[src/rtl/pipe_skid_chain.sv]
// Valid/ready register chain: STAGES stages of main+skid registers, registered in_ready, flush.
// Optional occupancy counter output `occ` when PIPE_OCC_COUNT_EN is defined.
module pipe_skid_chain #(
   parameter int WIDTH  = 32,
   parameter int STAGES = 1
) (
   input  logic             clk,
   input  logic             reset,
   input  logic             flush,
   input  logic             in_valid,
   output logic             in_ready,
   input  logic [WIDTH-1:0] in_data,
   output logic             out_valid,
   input  logic             out_ready,
   output logic [WIDTH-1:0] out_data
`ifdef PIPE_OCC_COUNT_EN
   ,
   output logic [$clog2(2*STAGES+1)-1:0] occ
`endif
);

   if (STAGES < 1) begin : g_bad_stages
      $error("pipe_skid_chain: STAGES must be >= 1");
   end
   if (WIDTH < 1) begin : g_bad_width
      $error("pipe_skid_chain: WIDTH must be >= 1");
   end

   logic [STAGES-1:0] mv_q, mv_d, sv_q, sv_d;
   logic [WIDTH-1:0]  md_q [STAGES];
   logic [WIDTH-1:0]  md_d [STAGES];
   logic [WIDTH-1:0]  sd_q [STAGES];
   logic [WIDTH-1:0]  sd_d [STAGES];

   logic [STAGES-1:0] up_valid, down_ready, acc, pop;
   logic [WIDTH-1:0]  up_data [STAGES];

   // A stage is ready whenever its skid is empty, so readiness is always a flop output.
   for (genvar k = 0; k < STAGES; k++) begin : g_link
      if (k == 0) begin : g_head
         assign up_valid[k] = in_valid;
         assign up_data[k]  = in_data;
      end else begin : g_mid
         assign up_valid[k] = mv_q[k-1];
         assign up_data[k]  = md_q[k-1];
      end
      if (k == STAGES-1) begin : g_tail
         assign down_ready[k] = out_ready;
      end else begin : g_inner
         assign down_ready[k] = ~sv_q[k+1];
      end
      assign acc[k] = up_valid[k] & ~sv_q[k];
      assign pop[k] = mv_q[k] & down_ready[k];
   end

   always_comb begin
      mv_d = mv_q;
      sv_d = sv_q;
      md_d = md_q;
      sd_d = sd_q;
      if (flush) begin
         mv_d = '0;
         sv_d = '0;
      end else begin
         for (int k = 0; k < STAGES; k++) begin
            if (!mv_q[k] || pop[k]) begin
               // Main is free this edge: refill from skid first to keep FIFO order.
               sv_d[k] = 1'b0;
               if (sv_q[k]) begin
                  mv_d[k] = 1'b1;
                  md_d[k] = sd_q[k];
               end else if (acc[k]) begin
                  mv_d[k] = 1'b1;
                  md_d[k] = up_data[k];
               end else begin
                  mv_d[k] = 1'b0;
               end
            end else if (acc[k]) begin
               sv_d[k] = 1'b1;
               sd_d[k] = up_data[k];
            end
         end
      end
   end

   always_ff @(posedge clk or negedge reset) begin
      if (!reset) begin
         mv_q <= '0;
         sv_q <= '0;
         for (int k = 0; k < STAGES; k++) begin
            md_q[k] <= '0;
            sd_q[k] <= '0;
         end
      end else begin
         mv_q <= mv_d;
         sv_q <= sv_d;
         for (int k = 0; k < STAGES; k++) begin
            md_q[k] <= md_d[k];
            sd_q[k] <= sd_d[k];
         end
      end
   end

   assign in_ready  = ~sv_q[0];
   assign out_valid = mv_q[STAGES-1];
   assign out_data  = md_q[STAGES-1];

`ifdef PIPE_OCC_COUNT_EN
   localparam int OCC_W = $clog2(2*STAGES+1);
   logic [OCC_W-1:0] occ_q, occ_d;
   logic             in_hs, out_hs;

   assign in_hs  = in_valid & in_ready;
   assign out_hs = out_valid & out_ready;

   always_comb begin
      occ_d = occ_q;
      if (flush) begin
         occ_d = '0;
      end else if (in_hs && !out_hs) begin
         occ_d = occ_q + OCC_W'(1);
      end else if (out_hs && !in_hs) begin
         occ_d = occ_q - OCC_W'(1);
      end
   end

   always_ff @(posedge clk or negedge reset) begin
      if (!reset) begin
         occ_q <= '0;
      end else begin
         occ_q <= occ_d;
      end
   end

   assign occ = occ_q;
`endif

endmodule
[config.mk]
export PLATFORM = sky130hd
export DESIGN_NAME = pipe_skid_chain
export DESIGN_NICKNAME = d
export VERILOG_FILES = /design/src/rtl/pipe_skid_chain.sv
export SDC_FILE = /design/constraint.sdc
export NUM_CORES = 1
export LEC_CHECK = 0
export CORE_AREA = 2 2 89 91
export CTS_CLUSTER_SIZE = 24
export DETAILED_ROUTE_END_ITERATION = 16
export DIE_AREA = 0 0 91 93
export PLACE_DENSITY = 0.67
export SYNTH_ARGS = -nofsm -noshare
export SYNTH_HDL_FRONTEND = slang
export SYNTH_SLANG_ARGS = --single-unit
[constraint.sdc]
create_clock -name clk -period 2.4 [get_ports clk]
set_clock_uncertainty 0.1 [all_clocks]
set_input_delay 0.48 -clock clk [delete_from_list [all_inputs] [get_ports clk]]
set_output_delay 0.48 -clock clk [all_outputs]
set_load 0.1 [all_outputs]
==> results of run 1 <==
-- flip-flops by register name (all words and copies together) (netlist names) --
signal     flops
out_data      32
out_valid      1
sd_q          32
sv_q           1
-- layout make-up --
cell class / count / area, sq um
inverters: 1 / 3.75
flip-flops and latches: 66 / 1650
clock buffers: 10 / 128
multi-input cells: 103 / 1270
repair buffers: 80 / 726
clock inverters: 6 / 57.6
fillers: 689 / 3560
well taps: 102 / 128
-- worst max-delay path: stages, from the launching register on --
cell	delay, ns
sky130_fd_sc_hd__dfrtp_1	0.45
sky130_fd_sc_hd__buf_4	0.31
sky130_fd_sc_hd__inv_1	0.12
sky130_fd_sc_hd__buf_12	0.18
-- kinds of logic after synthesis --
group | after synthesis | synth area share
mux | 96 | 0.396
flops | 66 | 0.547
buf+inv | 11 | 0.0319
simple gates | 6 | 0.0236
compound gates | 1 | 0.00166
-- layout by cell type, fill, tap and decap left out, drive strengths merged, types with 2 or more instances in the layout --
master         instances
clkinv                 4
dfrtp                 66
clkdlybuf4s50         35
clkbuf                10
mux2                  96
nor3                   2
buf                   44
-- worst paths after layout --
check / slack (ns) / cells past startpoint / endpoint
hold reg to reg: 0.39 / 1 / out_data[12]$_DFFE_PN0P_
max in group asynchronous: 1.06 / 3 / sd_q[16]$_DFFE_PN0P_
setup reg to reg: 0.72 / 4 / out_data[30]$_DFFE_PN0P_
min in group asynchronous: 0.51 / 2 / sd_q[2]$_DFFE_PN0P_
setup / recovery: 0.42 / 3 / in_ready
hold / removal: 0.39 / 1 / out_data[12]$_DFFE_PN0P_
-- routing by layer --
| layer | global-route usage | vias to the layer above | share of wire |
|---|---|---|---|
| met5 | 0 | - | 0 |
| met4 | 0.0795 | 0 | 0.023 |
| met3 | 0.0435 | 8 | 0.044 |
| met2 | 0.225 | 39 | 0.47 |
| met1 | 0.183 | 871 | 0.46 |
| li1 | - | 812 | - |
-- synthesized netlist by cell type --
cell | n | area (sq um)
sky130_fd_sc_hd__clkbuf_1 | 1 | 3.75
sky130_fd_sc_hd__buf_6 | 7 | 78.8
sky130_fd_sc_hd__mux2_1 | 2 | 22.5
sky130_fd_sc_hd__nand2b_4 | 1 | 13.8
sky130_fd_sc_hd__nor3_1 | 1 | 5.00
sky130_fd_sc_hd__mux2_4 | 30 | 450
sky130_fd_sc_hd__nor4b_4 | 1 | 23.8
sky130_fd_sc_hd__a21oi_1 | 1 | 5.00
sky130_fd_sc_hd__and2b_2 | 1 | 8.76
sky130_fd_sc_hd__nor2_1 | 1 | 3.75
sky130_fd_sc_hd__inv_1 | 1 | 3.75
sky130_fd_sc_hd__buf_2 | 2 | 10.0
sky130_fd_sc_hd__dfrtp_1 | 66 | 1650
sky130_fd_sc_hd__mux2_2 | 64 | 721
sky130_fd_sc_hd__nor3_4 | 1 | 16.3
-- through the flow --
stage / cells / total power [mW] / hold slack (ns)
final: 368 / 3.81 / 0.392
after global routing: 368 / 3.97 / 0.421
after CTS: 368 / 3.85 / 0.397
after detailed placement: 351 / 2.95 / 0.321
after global placement: 351 / 2.93 / 0.318
after floorplan: 180 / 2.60 / 0.0844
-- timing repair --
| item | 4_1_cts | 5_1_grt |
|---|---|---|
| gates resized for setup | 0 | 0 |
| hold buffers | 1 | 0 |
| hold endpoints to repair | 15 | 0 |
| setup endpoints to repair | 0 | 0 |
-- where the power goes --
| group | total, mW | internal (mW) | switching (mW) |
|---|---|---|---|
| combinational | 1.44 | 0.484 | 0.956 |
| sequential | 1.48 | 1.35 | 0.126 |
| clock | 0.887 | 0.472 | 0.414 |
==> reports/qor.json, run 1 <==
{
  "detailed_routing": {
    "route.detailed.wl_per_inst_microns": 15.1,
    "detailedRoute.firstPassIterationCount": 2,
    "vias_per_cell": 4.70,
    "ant_nets": 0,
    "drt_iter0_drc": 41,
    "wl_mm": 5.57,
    "route.vias.total": 1730,
    "remaining_drc_errors": 0
  },
  "clocking": {
    "cts_buffers": 9,
    "clockRootBuffer": "sky130_fd_sc_hd__clkbuf_8",
    "clock_insertion_delay_worst_skew_ns": 0.33,
    "cts.sinks": 66,
    "cts-htree-levels": 3,
    "maximum_buffer_depth_of_the_clock_tree": 2,
    "clock_transition_at_the_registers_of_the_reported_paths_ns": 0.07,
    "post-cts-setup-buffer-count": 0,
    "cts_tree": "built"
  },
  "sta": {
    "unrepaired_setup_endpoints_after_global_routing": "false",
    "fin_setup_tns_ns": 0,
    "finalHoldViolations": 0,
    "max-slew-margin-rel": 0.745,
    "setup_viol": 0,
    "finalWorstPathRequiredPeriod_ns": 1.98,
    "fmax_mhz": 505,
    "post-route-worst-setup-slack_ns": 0.421,
    "worst-slew-pin-transition_ns": 0.382,
    "drv_slew": 0,
    "fin_crit_sh": 0.824
  },
  "logic_synthesis": {
    "post_synth_inst_count": 180,
    "post_synth_num_cell_types": 15,
    "syn_area_per_cell_sq_um": 16.8,
    "ys_warn_count": 0,
    "ys_ff_latch": 66,
    "synth_seq_area_share": 0.547,
    "netlist_area_sq_um": 3020,
    "syn-num-nets": 217
  },
  "hold_path": {
    "holdCritPathClass": "flip-flop to flip-flop",
    "timing.hold.worst.start": "out_data[12]$_DFFE_PN0P_"
  },
  "final_layout": {
    "areaGrowthSynthToFinish_pct": 31.3,
    "antennaDiodeCount": 0,
    "drive_gt1_frac": 0.590,
    "nNetsFinal": 298,
    "finalInstanceArea_sq_um": 3960,
    "final_core_util": 0.527
  },
  "critical_path": {
    "timing_worst_setup_path_type": "flip-flop to output port",
    "path_max_fanout": 18,
    "critical_path.startpoint": "sv_q$_DFFE_PN0P_",
    "cp_data_required_time_ns": 1.82,
    "critPathLaunchType": "flip-flop",
    "r2r-start": "out_valid$_DFFE_PN0P_",
    "cp-end-kind": "output port",
    "critPathArrivalTime_ns": 1.40
  },
  "global_routing": {
    "grt_overflow_total": 0,
    "first_pass_grt_wire_length_mm": 9.34,
    "first_global_vias": 1875,
    "number_of_antenna_violations_at_the_first_check_in_global_routing": 0,
    "grtUsageTotal": 0.145,
    "grt_max_degree": 27
  },
  "pwr": {
    "worst_ir_drop_vdd_mv": 0.409,
    "leak_pwr_nw": 1.73,
    "power_density_over_the_cells_nw_per_um2": 960
  },
  "die": {
    "chipWidth_microns": 91,
    "die-area_sq_um": 8460,
    "num_io_pins": 71,
    "core_box_area_sq_um": 7530,
    "fp-row-count": 32,
    "start_util": 0.401,
    "die-height_microns": 93
  },
  "placed_design": {
    "place_hpwl_mm": 3.82,
    "dp_slack_ns": 0.135,
    "gp_congestion": 0.721,
    "dpl_cell_area_sq_um": 3770,
    "portBuffers": 70
  },
  "run_status": {
    "run_status": "finished, final reports clean"
  },
  "job": {
    "maxCapViolations": 0
  }
}
Power figures use the tool's default switching activity.
==> run 2: changes to the inputs <==
Clock period 2.4 ns to 2.1 ns, I/O delays scaled along.
==> reports/qor.json, run 2 (synthesis results as in run 1) <==
{
  "sta": {
    "drv_slew": 0,
    "finalWorstPathRequiredPeriod_ns": 1.89,
    "max-slew-margin-rel": 0.757,
    "finalHoldViolations": 0,
    "unrepaired_setup_endpoints_after_global_routing": "false",
    "fin_crit_sh": 0.898,
    "setup_viol": 0,
    "worst-slew-pin-transition_ns": 0.364,
    "fin_setup_tns_ns": 0,
    "fmax_mhz": 530
  },
  "final_layout": {
    "nFillCells": 656,
    "regArea_sq_um": 1650,
    "nNetsFinal": 297,
    "drive_gt1_frac": 0.600,
    "antennaDiodeCount": 0,
    "fin_cells": 367,
    "multi_input_area_sq_um": 1270,
    "mostFrequentLayoutCells": "64 x sky130_fd_sc_hd__mux2_2, 64 x sky130_fd_sc_hd__dfrtp_1, 39 x sky130_fd_sc_hd__buf_4",
    "areaGrowthSynthToFinish_pct": 31.8
  },
  "critical_path": {
    "crit_path_cell_trace": "buf_4 -> inv_1 -> buf_12",
    "critPathLaunchType": "flip-flop",
    "timing_worst_setup_path_type": "flip-flop to output port",
    "r2r-start": "out_valid$_DFFE_PN0P_",
    "r2r_end": "out_data[8]$_DFFE_PN0P_",
    "timing.reg2reg.worst_path_depth": 4,
    "cp-end-kind": "output port",
    "path_max_fanout": 21,
    "cp_data_required_time_ns": 1.58,
    "critPathArrivalTime_ns": 1.37,
    "timing.critical_path.slowest_stage_cell": "sky130_fd_sc_hd__dfrtp_2",
    "max_stage_delay_ns": 0.41,
    "worst-r2r-setup-slack_ns": 0.41
  },
  "hold_path": {
    "timing.hold.worst.start": "out_data[12]$_DFFE_PN0P_",
    "holdCritPathClass": "flip-flop to flip-flop",
    "timing.hold.worst_path_depth": 1,
    "hold_end": "out_data[12]$_DFFE_PN0P_"
  },
  "die": {
    "num_io_pins": 71,
    "die-height_microns": 93,
    "die-area_sq_um": 8460,
    "start_util": 0.401,
    "fp-row-count": 32,
    "core_box_area_sq_um": 7530,
    "chipWidth_microns": 91
  },
  "clocking": {
    "maximum_buffer_depth_of_the_clock_tree": 2,
    "cts.sinks": 66,
    "clock_transition_at_the_registers_of_the_reported_paths_ns": 0.07,
    "cts-htree-levels": 3,
    "cts_buffers": 9,
    "cts_resized": 0,
    "cts_tree": "built",
    "clockRootBuffer": "sky130_fd_sc_hd__clkbuf_8",
    "clock_insertion_delay_worst_skew_ns": 0.33
  },
  "placed_design": {
    "post-place-cells": 350,
    "gp_congestion": 0.698,
    "portBuffers": 70,
    "place_hpwl_mm": 3.56
  },
  "global_routing": {
    "number_of_antenna_violations_at_the_first_check_in_global_routing": 0,
    "first_pass_grt_wire_length_mm": 8.97,
    "grtUsageTotal": 0.137,
    "grt_max_degree": 67,
    "first_global_vias": 1791,
    "grt_overflow_total": 0
  },
  "detailed_routing": {
    "drt_iter0_drc": 15,
    "vias_per_cell": 4.74,
    "route.vias.total": 1741,
    "ant_nets": 0,
    "wl_mm": 5.34,
    "route.detailed.wl_per_inst_microns": 14.6,
    "remaining_drc_errors": 0,
    "detailedRoute.firstPassIterationCount": 2
  },
  "job": {
    "maxCapViolations": 0
  },
  "pwr": {
    "leak_pwr_nw": 1.74,
    "power_density_over_the_cells_nw_per_um2": 1110,
    "worst_ir_drop_vdd_mv": 0.429
  },
  "run_status": {
    "run_status": "finished, final reports clean"
  }
}
-- run 2: changes by cell type in the layout (fill, tap and decap cells not counted), sizes merged --
cell / before / now
buf: 44 / 43
clkbuf: 10 / 11
clkinv: 4 / 3
-- run 2: timing repair --
action,CTS,global route
hold buffers,1,0
setup buffers,0,0
hold endpoints to repair,2,0
-- run 2: where the power goes --
group | total [mW] | switching, mW | internal (mW)
clock network | 1.07 | 0.468 | 0.607
logic | 1.64 | 1.09 | 0.552
registers | 1.69 | 0.142 | 1.55
total | 4.41 | 1.70 | 2.71
-- run 2: worst max path at each step --
| stage | from | to | slack, ns |
|---|---|---|---|
| final | sv_q$_DFFE_PN0P_ | in_ready | 0.21 |
| after global routing | sv_q$_DFFE_PN0P_ | in_ready | 0.13 |
| after CTS | sv_q$_DFFE_PN0P_ | in_ready | 0.16 |
| after detailed placement | out_ready | sd_q[0]$_DFFE_PN0P_ | -0.12 |
| after global placement | out_ready | sd_q[0]$_DFFE_PN0P_ | -0.07 |
| after floorplan | out_valid$_DFFE_PN0P_ | sd_q[10]$_DFFE_PN0P_ | 0.15 |
-- run 2: cell type report --
| cell class | instances | area share |
|---|---|---|
| multi-input cells | 103 | 0.319 |
| repair buffers | 79 | 0.181 |
| flip-flops and latches | 66 | 0.416 |
| clock inverters | 5 | 0.0132 |
| inverters | 1 | 0.000944 |
| clock buffers | 11 | 0.0381 |
| well taps | 102 | 0.0321 |
-- run 2: critical path, delay by kind of cell (launching register included) --
kind | cells | cell delay [ns]
buffers and inverters | 3 | 0.61
flip-flops | 1 | 0.41
-- run 2: metal layers --
layer,part of all wire,up-vias,routed length [microns],global-route usage
met4,0.024,0,126,0.0795
met2,0.48,40,2580,0.213
met3,0.040,10,215,0.0306
li1,-,811,-,-
met5,0,-,0,0
met1,0.45,880,2420,0.177
-- run 2: metrics by stage --
stage                     cell area, sq um  hold WS, ns  total power, mW  setup slack, ns  utilization
after global placement                3760        0.370             3.35          -0.0690        0.500
after floorplan                       3020       0.0244             2.97            0.149            -
final                                 3980        0.407             4.41            0.213        0.528
after CTS                             3980        0.408             4.47            0.161        0.528
after global routing                  3980        0.421             4.59            0.134        0.528
after detailed placement              3760        0.368             3.36           -0.116        0.500
==> run 3: changes to the inputs <==
Settings changed: CTS_CLUSTER_DIAMETER set to 80.
==> results of run 3 <==
No change in the layout: final DEF, timing and power equal those of run 2.
